===== src/rtl/lock_sequencer_pkg.sv =====
// ============================================================================
// Module      : lock_sequencer_pkg
// Description : State encoding and default parameters shared by the lock
//               sequencer and its lockout timer.
// Revision    : 1.0 - initial release
// ============================================================================
`default_nettype none

package lock_sequencer_pkg;

    localparam int STATE_W = 3;

    localparam logic [STATE_W-1:0] ST_IDLE     = 3'd0;
    localparam logic [STATE_W-1:0] ST_GET_PASS = 3'd1;
    localparam logic [STATE_W-1:0] ST_CHECK    = 3'd2;
    localparam logic [STATE_W-1:0] ST_LOAD_L   = 3'd3;
    localparam logic [STATE_W-1:0] ST_LOAD_R   = 3'd4;
    localparam logic [STATE_W-1:0] ST_LOCKOUT  = 3'd5;

    localparam int DEF_WIDTH       = 4;
    localparam int DEF_MAX_TRIES   = 3;
    localparam int DEF_LOCK_CYCLES = 16;

endpackage

`default_nettype wire


===== src/rtl/lock_sequencer_timer.sv =====
// ============================================================================
// Module      : lock_timer
// Description : Loadable up-counter with a terminal-count flag that times
//               the lockout residency.
// Revision    : 1.0 - initial release
// ============================================================================
`default_nettype none

module lock_timer
    import lock_sequencer_pkg::*;
#(
    parameter int LOCK_CYCLES = DEF_LOCK_CYCLES
) (
    input  logic clk,
    input  logic rst_n,
    input  logic i_load,
    input  logic i_en,
    output logic o_done
);

    localparam int                 C_CNT_W = (LOCK_CYCLES > 2) ? $clog2(LOCK_CYCLES) : 1;
    localparam logic [C_CNT_W-1:0] C_LAST  = C_CNT_W'(LOCK_CYCLES - 1);
    localparam logic [C_CNT_W-1:0] C_ONE   = C_CNT_W'(1);

    logic [C_CNT_W-1:0] r_count;

    // Load takes priority so the count always starts at zero on entry.
    always_ff @(posedge clk or negedge rst_n) begin
        if (!rst_n) begin
            r_count <= '0;
        end else if (i_load) begin
            r_count <= '0;
        end else if (i_en) begin
            r_count <= r_count + C_ONE;
        end
    end

    assign o_done = (r_count == C_LAST);

endmodule

`default_nettype wire


===== src/rtl/lock_sequencer.sv =====
// ============================================================================
// Module      : lock_sequencer
// Description : Password-gated sequencer that steers two confirmed data words
//               into the left and right holding registers, with lockout.
// Revision    : 1.0 - initial release
// ============================================================================
`default_nettype none

module lock_sequencer
    import lock_sequencer_pkg::*;
#(
    parameter int WIDTH       = DEF_WIDTH,
    parameter int MAX_TRIES   = DEF_MAX_TRIES,
    parameter int LOCK_CYCLES = DEF_LOCK_CYCLES
) (
    input  logic                             CLK,
    input  logic                             RST,
    input  logic [WIDTH-1:0]                 stored_pass,
    input  logic                             request,
    input  logic                             confirm,
    input  logic [WIDTH-1:0]                 pass_data,
    input  logic [WIDTH-1:0]                 din,
    output logic [WIDTH-1:0]                 dout,
    output logic                             en_left,
    output logic                             en_right,
    output logic                             granted,
    output logic                             locked,
    output logic [$clog2(MAX_TRIES+1)-1:0]   tries_left
);

    localparam int                 C_TRIES_W = $clog2(MAX_TRIES + 1);
    localparam logic [C_TRIES_W-1:0] C_TRIES_MAX = C_TRIES_W'(MAX_TRIES);
    localparam logic [C_TRIES_W-1:0] C_TRIES_ONE = C_TRIES_W'(1);

    logic [STATE_W-1:0]   r_state;
    logic                 r_confirm_d;
    logic [WIDTH-1:0]     r_pass_q;
    logic [WIDTH-1:0]     r_dout;
    logic                 r_en_left;
    logic                 r_en_right;
    logic [C_TRIES_W-1:0] r_tries;

    logic w_cedge;
    logic w_lock_load;
    logic w_lock_en;
    logic w_lock_done;

    assign w_cedge     = confirm & ~r_confirm_d;
    assign w_lock_load = (r_state == ST_CHECK);
    assign w_lock_en   = (r_state == ST_LOCKOUT);

    lock_timer #(
        .LOCK_CYCLES (LOCK_CYCLES)
    ) u_lock_timer (
        .clk    (CLK),
        .rst_n  (RST),
        .i_load (w_lock_load),
        .i_en   (w_lock_en),
        .o_done (w_lock_done)
    );

    always_ff @(posedge CLK or negedge RST) begin
        if (!RST) begin
            r_state     <= ST_IDLE;
            r_confirm_d <= 1'b0;
            r_pass_q    <= '0;
            r_dout      <= '0;
            r_en_left   <= 1'b0;
            r_en_right  <= 1'b0;
            r_tries     <= C_TRIES_MAX;
        end else begin
            r_confirm_d <= confirm;
            r_en_left   <= 1'b0;
            r_en_right  <= 1'b0;
            case (r_state)
                ST_IDLE: begin
                    if (request) begin
                        r_state <= ST_GET_PASS;
                    end
                end
                // A dropped request outranks a simultaneous confirm edge.
                ST_GET_PASS: begin
                    if (!request) begin
                        r_state <= ST_IDLE;
                    end else if (w_cedge) begin
                        r_pass_q <= pass_data;
                        r_state  <= ST_CHECK;
                    end
                end
                ST_CHECK: begin
                    if (r_pass_q == stored_pass) begin
                        r_tries <= C_TRIES_MAX;
                        r_state <= ST_LOAD_L;
                    end else if (r_tries > C_TRIES_ONE) begin
                        r_tries <= r_tries - C_TRIES_ONE;
                        r_state <= ST_GET_PASS;
                    end else begin
                        r_tries <= '0;
                        r_state <= ST_LOCKOUT;
                    end
                end
                ST_LOAD_L: begin
                    if (!request) begin
                        r_state <= ST_IDLE;
                    end else if (w_cedge) begin
                        r_dout    <= din;
                        r_en_left <= 1'b1;
                        r_state   <= ST_LOAD_R;
                    end
                end
                ST_LOAD_R: begin
                    if (!request) begin
                        r_state <= ST_IDLE;
                    end else if (w_cedge) begin
                        r_dout     <= din;
                        r_en_right <= 1'b1;
                        r_state    <= ST_IDLE;
                    end
                end
                ST_LOCKOUT: begin
                    if (w_lock_done) begin
                        r_tries <= C_TRIES_MAX;
                        r_state <= ST_IDLE;
                    end
                end
                default: begin
                    r_state <= ST_IDLE;
                end
            endcase
        end
    end

    assign dout       = r_dout;
    assign en_left    = r_en_left;
    assign en_right   = r_en_right;
    assign granted    = (r_state == ST_LOAD_L) || (r_state == ST_LOAD_R);
    assign locked     = (r_state == ST_LOCKOUT);
    assign tries_left = r_tries;

endmodule

`default_nettype wire


===== config.mk =====
export PLATFORM = sky130hd
export DESIGN_NAME = lock_sequencer
export DESIGN_NICKNAME = d
export VERILOG_FILES = /design/src/rtl/lock_sequencer_pkg.sv /design/src/rtl/lock_sequencer_timer.sv /design/src/rtl/lock_sequencer.sv
export SDC_FILE = /design/constraint.sdc
export NUM_CORES = 1
export LEC_CHECK = 0
export ABC_AREA = 1
export ABC_CLOCK_PERIOD_IN_PS = 2820
export CORE_MARGIN = 2
export CORE_UTILIZATION = 51
export CTS_BUF_LIST = sky130_fd_sc_hd__clkbuf_8 sky130_fd_sc_hd__clkbuf_16
export DETAILED_ROUTE_END_ITERATION = 6
export PLACE_DENSITY = 0.89
export SKIP_CTS_REPAIR_TIMING = 1
export SLEW_MARGIN = 20
export SYNTH_ARGS = -nofsm -noshare
export SYNTH_HDL_FRONTEND = slang
export SYNTH_SLANG_ARGS = --single-unit

===== constraint.sdc =====
create_clock -name CLK -period 2.82 [get_ports CLK]
set_clock_uncertainty 0.05 [all_clocks]
set_input_delay 0.846 -clock CLK [delete_from_list [all_inputs] [get_ports CLK]]
set_output_delay 0.846 -clock CLK [all_outputs]
set_load 0.05 [all_outputs]

==> impl_table.tex <==
\begin{tabular}{lr}
\hline
Metric & Value \\
\hline
\multicolumn{2}{l}{\textbf{Status}} \\
\quad Status & completed \\
\multicolumn{2}{l}{\textbf{Place}} \\
\quad Setup slack after placement & approximately 0.53 ns \\
\quad Routability Congestion & around 0.8 \\
\quad Count of buffers from port buffering & 25 \\
\quad Hpwl dp & approximately 1.8 mm \\
\quad Cell count after placement & around 190 \\
\multicolumn{2}{l}{\textbf{Synth}} \\
\quad Synth area leader & sky130\_fd\_sc\_hd\_\_dfrtp\_1 \\
\quad Synthesized area divided by synthesized cell count & approximately 7.9 um\^{}2 \\
\quad Sequential area share after synthesis & 0.4791 \\
\quad Number of standard cells after synthesis & around 130 \\
\quad Number of warnings issued by yosys & 0 \\
\quad Top cell type's share of synthesized area & 0.4291 \\
\quad Yosys cell types & 25 \\
\quad Flop and latch count out of synthesis & 20 \\
\quad Cell types with the largest area share after synthesis & sky130\_fd\_sc\_hd\_\_dfrtp\_1 43\%, sky130\_fd\_sc\_hd\_\_nand2\_1 16\%, sky130\_fd\_sc\_hd\_\_inv\_1 5.7\%, sky130\_fd\_sc\_hd\_\_dfstp\_2 5.0\%, sky130\_fd\_sc\_hd\_\_nand3\_1 4.8\% \\
\quad Area of the mapped netlist & between 1000 and 1500 um\^{}2 \\
\quad Syn Nets & 150 \\
\multicolumn{2}{l}{\textbf{Global route}} \\
\quad Vias in the first global route & about 960 \\
\quad Maximum number of pins on one net before global-route repair & 21 \\
\quad Overall fraction of global-route tracks in use & 0.2071 \\
\quad Wire length of the first global-routing pass & slightly below 4 mm \\
\quad Congestion Overflow GR & 0 \\
\quad Number of antenna violations at the first check in global routing & 0 \\
\multicolumn{2}{l}{\textbf{Floorplanning}} \\
\quad DIE HEIGHT & 49.37 um \\
\quad Core outline area & between 1500 and 2000 um\^{}2 \\
\quad Total Die Area & 2437 um\^{}2 \\
\quad I/O pin cnt & 26 \\
\quad Standard-cell row count & 16 \\
\quad Initial cell density of the core & 0.5406 \\
\quad Die W & around 49 um \\
\multicolumn{2}{l}{\textbf{Power}} \\
\quad Static leakage power & 0.7174 nW \\
\quad Power density over the cells & around 1000 nW/um\^{}2 \\
\quad IR Drop Worst-Case VDD & around 0.0007 V \\
\multicolumn{2}{l}{\textbf{Timing}} \\
\quad Worst hold slack across all endpoints & 0.4405 ns \\
\quad Worst-Margin Slew & a little under 0.5 ns \\
\quad Final Hold Fails & 0 \\
\quad Setup repair after global routing missed its margin & false \\
\quad Setup ws final & slightly above 0.3 ns \\
\quad \# setup viols final & 0 \\
\quad Minimum clock period & approximately 2.5 ns \\
\quad Tightest slew margin relative to the limit & 0.6679 \\
\quad Final period util & 0.8904 \\
\quad Number of pins exceeding their max-slew limit in the final report & 0 \\
\quad F\_max & 398.2 MHz \\
\quad Sum of negative setup slack & 0 ns \\
\multicolumn{2}{l}{\textbf{Worst setup path}} \\
\quad Cell-by-cell listing of the critical path & clkdlybuf4s50\_1 \\
\quad Top Family by Delay on Critical Path & buffers and inverters \\
\quad Crit path kind & reg2out \\
\quad Critical-path maximum fanout & 4 \\
\quad Arrival time of the worst setup path & 1.62 ns \\
\quad Critical path capture point type & output port \\
\quad Worst EP required & 1.92 ns \\
\quad Critical Path Source Type & register \\
\quad Worst path bufs/invs & 1 \\
\quad Slowest Stage Delay on Critical Path & roughly 0.80 ns \\
\quad Critical-path cell with the highest stage delay & sky130\_fd\_sc\_hd\_\_clkdlybuf4s50\_1 \\
\multicolumn{2}{l}{\textbf{Detailed routing}} \\
\quad Initial drt markers & 10 \\
\quad Number of nets still failing antenna checks after routing & 0 \\
\quad Average detailed-routed wire length per instance & 11.39 um \\
\quad Final Routed Wirelength & approximately 2.2 mm \\
\quad \# DRC & 0 \\
\quad 1st-pass router iterations & 4 \\
\quad Count of vias placed by the detailed router & $\sim$900 \\
\quad Via count normalized by instance count & 4.795 \\
\multicolumn{2}{l}{\textbf{CTS}} \\
\quad Worst skew pair latency & $\sim$0.26 ns \\
\quad Clk root buf & sky130\_fd\_sc\_hd\_\_clkbuf\_8 \\
\quad Buffer levels on the longest clock path & 2 \\
\quad Number of buffers added by the clock tree synthesis step & 3 \\
\quad CTS tree & built \\
\quad Sink Count & 20 \\
\quad Maximum level of the CTS H-tree & 1 \\
\quad Clock-pin slew on the worst setup and hold paths & 0.07 ns \\
\multicolumn{2}{l}{\textbf{Final layout}} \\
\quad Area occupied by multi-input gates & approximately 470 um\^{}2 \\
\quad Antenna cell count & 0 \\
\quad Net count, final & $\sim$180 \\
\quad Share of the core filled with cells in the final layout & 0.7165 \\
\quad Total of fill cells in the finished design & around 170 \\
\quad Layout Area Growth over Synthesis & 32.54\% \\
\quad Storage element area & approximately 500 um\^{}2 \\
\quad Proportion of layout cells with a drive suffix above 1 & 0.1534 \\
\quad Non-filler instance count after layout & 190 \\
\multicolumn{2}{l}{\textbf{Min path}} \\
\quad Path type of the worst min-delay path & reg2reg \\
\multicolumn{2}{l}{\textbf{Job}} \\
\quad Max-capacitance violation count & 0 \\
\hline
\end{tabular}
[routing by layer]
metal / share of wire / track usage / vias to the layer above
li1: - / - / 472
met1: 0.41 / 0.2326 / 417
met2: 0.53 / 0.3919 / 19
met3: 0.040 / 0.03067 / 3
met4: 0.014 / 0.07407 / 0
met5: 0 / 0 / -
[power breakdown]
part	internal (mW)	switching (mW)	total (mW)
Sequential	0.395	0.0813	0.476
Combinational	0.235	0.445	0.681
Clock	0.124	0.0918	0.216
Total	0.755	0.619	1.37
[layout make-up]
class / count / area share
Clock buffer: 4 / 0.03957
Inverter: 20 / 0.05396
Multi-Input combinational cell: 93 / 0.3390
Sequential cell: 20 / 0.3615
Tap cell: 27 / 0.02428
Timing Repair Buffer: 26 / 0.1817
[sequential cells by signal (all words and copies together) (netlist names)]
name / count
r_state: 3
r_confirm_d: 1
tries_left: 2
en_left: 1
en_right: 1
dout: 4
r_pass_q: 4
u_lock_timer.r_count: 4
[synth_stat cells]
| library cell | n |
|---|---|
| sky130_fd_sc_hd__or2_1 | 1 |
| sky130_fd_sc_hd__a21oi_2 | 1 |
| sky130_fd_sc_hd__inv_2 | 4 |
| sky130_fd_sc_hd__o211ai_2 | 1 |
| sky130_fd_sc_hd__nand3_1 | 10 |
| sky130_fd_sc_hd__nor2_1 | 11 |
| sky130_fd_sc_hd__a22o_1 | 1 |
| sky130_fd_sc_hd__ha_1 | 1 |
| sky130_fd_sc_hd__nand3b_1 | 1 |
| sky130_fd_sc_hd__xnor2_1 | 1 |
| sky130_fd_sc_hd__dfstp_2 | 2 |
| sky130_fd_sc_hd__nor2_4 | 2 |
| sky130_fd_sc_hd__nand3_2 | 2 |
| sky130_fd_sc_hd__nand2_2 | 1 |
| sky130_fd_sc_hd__inv_1 | 16 |
| sky130_fd_sc_hd__o21ai_1 | 1 |
| sky130_fd_sc_hd__nand4_2 | 1 |
| sky130_fd_sc_hd__nand2_4 | 1 |
| sky130_fd_sc_hd__o21ai_2 | 1 |
| sky130_fd_sc_hd__dfrtp_1 | 18 |
| sky130_fd_sc_hd__nor2_2 | 2 |
| sky130_fd_sc_hd__xor2_1 | 1 |
| sky130_fd_sc_hd__nand2_1 | 46 |
| sky130_fd_sc_hd__a21oi_1 | 4 |
| sky130_fd_sc_hd__o21ai_0 | 3 |
[metrics by stage]
step / area [um^2] / power, mW
2_1_floorplan: 1050 / 0.9736
3_3_place_gp: 1336 / 1.141
3_5_place_dp: 1336 / 1.168
4_1_cts: 1391 / 1.385
5_1_grt: 1391 / 1.479
6_report: 1391 / 1.373
[final timing paths]
kind / start / endpoint / slack (ns) / depth (start not counted)
min: tries_left[1] / tries_left[1] / 0.44 / 2
max reg2reg: u_lock_timer.r_count[0] / r_state[2] / 1.46 / 7
min reg2reg: tries_left[1] / tries_left[1] / 0.44 / 2
max in group asynchronous: RST / tries_left[1] / 1.58 / 2
max: tries_left[1] / tries_left[1] / 0.31 / 1
min in group asynchronous: RST / u_lock_timer.r_count[2] / 0.87 / 2
[kinds of logic after synthesis]
| logic type | synth area share |
|---|---|
| AO/OA/AOI/OAI | 0.07508 |
| XOR/XNOR | 0.01669 |
| flip-flops | 0.4791 |
| AND/OR/NAND/NOR | 0.3457 |
| buffers and inverters | 0.07151 |
| adder cells (fa/ha/maj) | 0.01192 |
[cell usage in the layout (no fill, tap or decap)]
cell type	netlist	final
sky130_fd_sc_hd__o21ai_1	1	1
sky130_fd_sc_hd__dfrtp_1	18	18
sky130_fd_sc_hd__nand4_2	1	1
sky130_fd_sc_hd__buf_4	0	3
sky130_fd_sc_hd__nand2_1	46	46
sky130_fd_sc_hd__clkdlybuf4s50_1	0	23
sky130_fd_sc_hd__inv_2	4	4
sky130_fd_sc_hd__nand3_1	10	10
sky130_fd_sc_hd__nor2_4	2	2
sky130_fd_sc_hd__nand3_2	2	2
sky130_fd_sc_hd__clkbuf_8	0	4
sky130_fd_sc_hd__o21ai_2	1	1
sky130_fd_sc_hd__or2_1	1	1
sky130_fd_sc_hd__nand3b_1	1	1
sky130_fd_sc_hd__o21ai_0	3	3
sky130_fd_sc_hd__nor2_1	11	11
sky130_fd_sc_hd__xnor2_1	1	1
sky130_fd_sc_hd__a22o_1	1	1
sky130_fd_sc_hd__nor2_2	2	2
sky130_fd_sc_hd__dfstp_2	2	2
sky130_fd_sc_hd__ha_1	1	1
sky130_fd_sc_hd__a21oi_2	1	1
sky130_fd_sc_hd__nand2_4	1	1
sky130_fd_sc_hd__xor2_1	1	1
sky130_fd_sc_hd__a21oi_1	4	4
sky130_fd_sc_hd__inv_1	16	16
sky130_fd_sc_hd__nand2_2	1	1
sky130_fd_sc_hd__o211ai_2	1	1
Note: power is estimated with default switching activity, not from simulation.
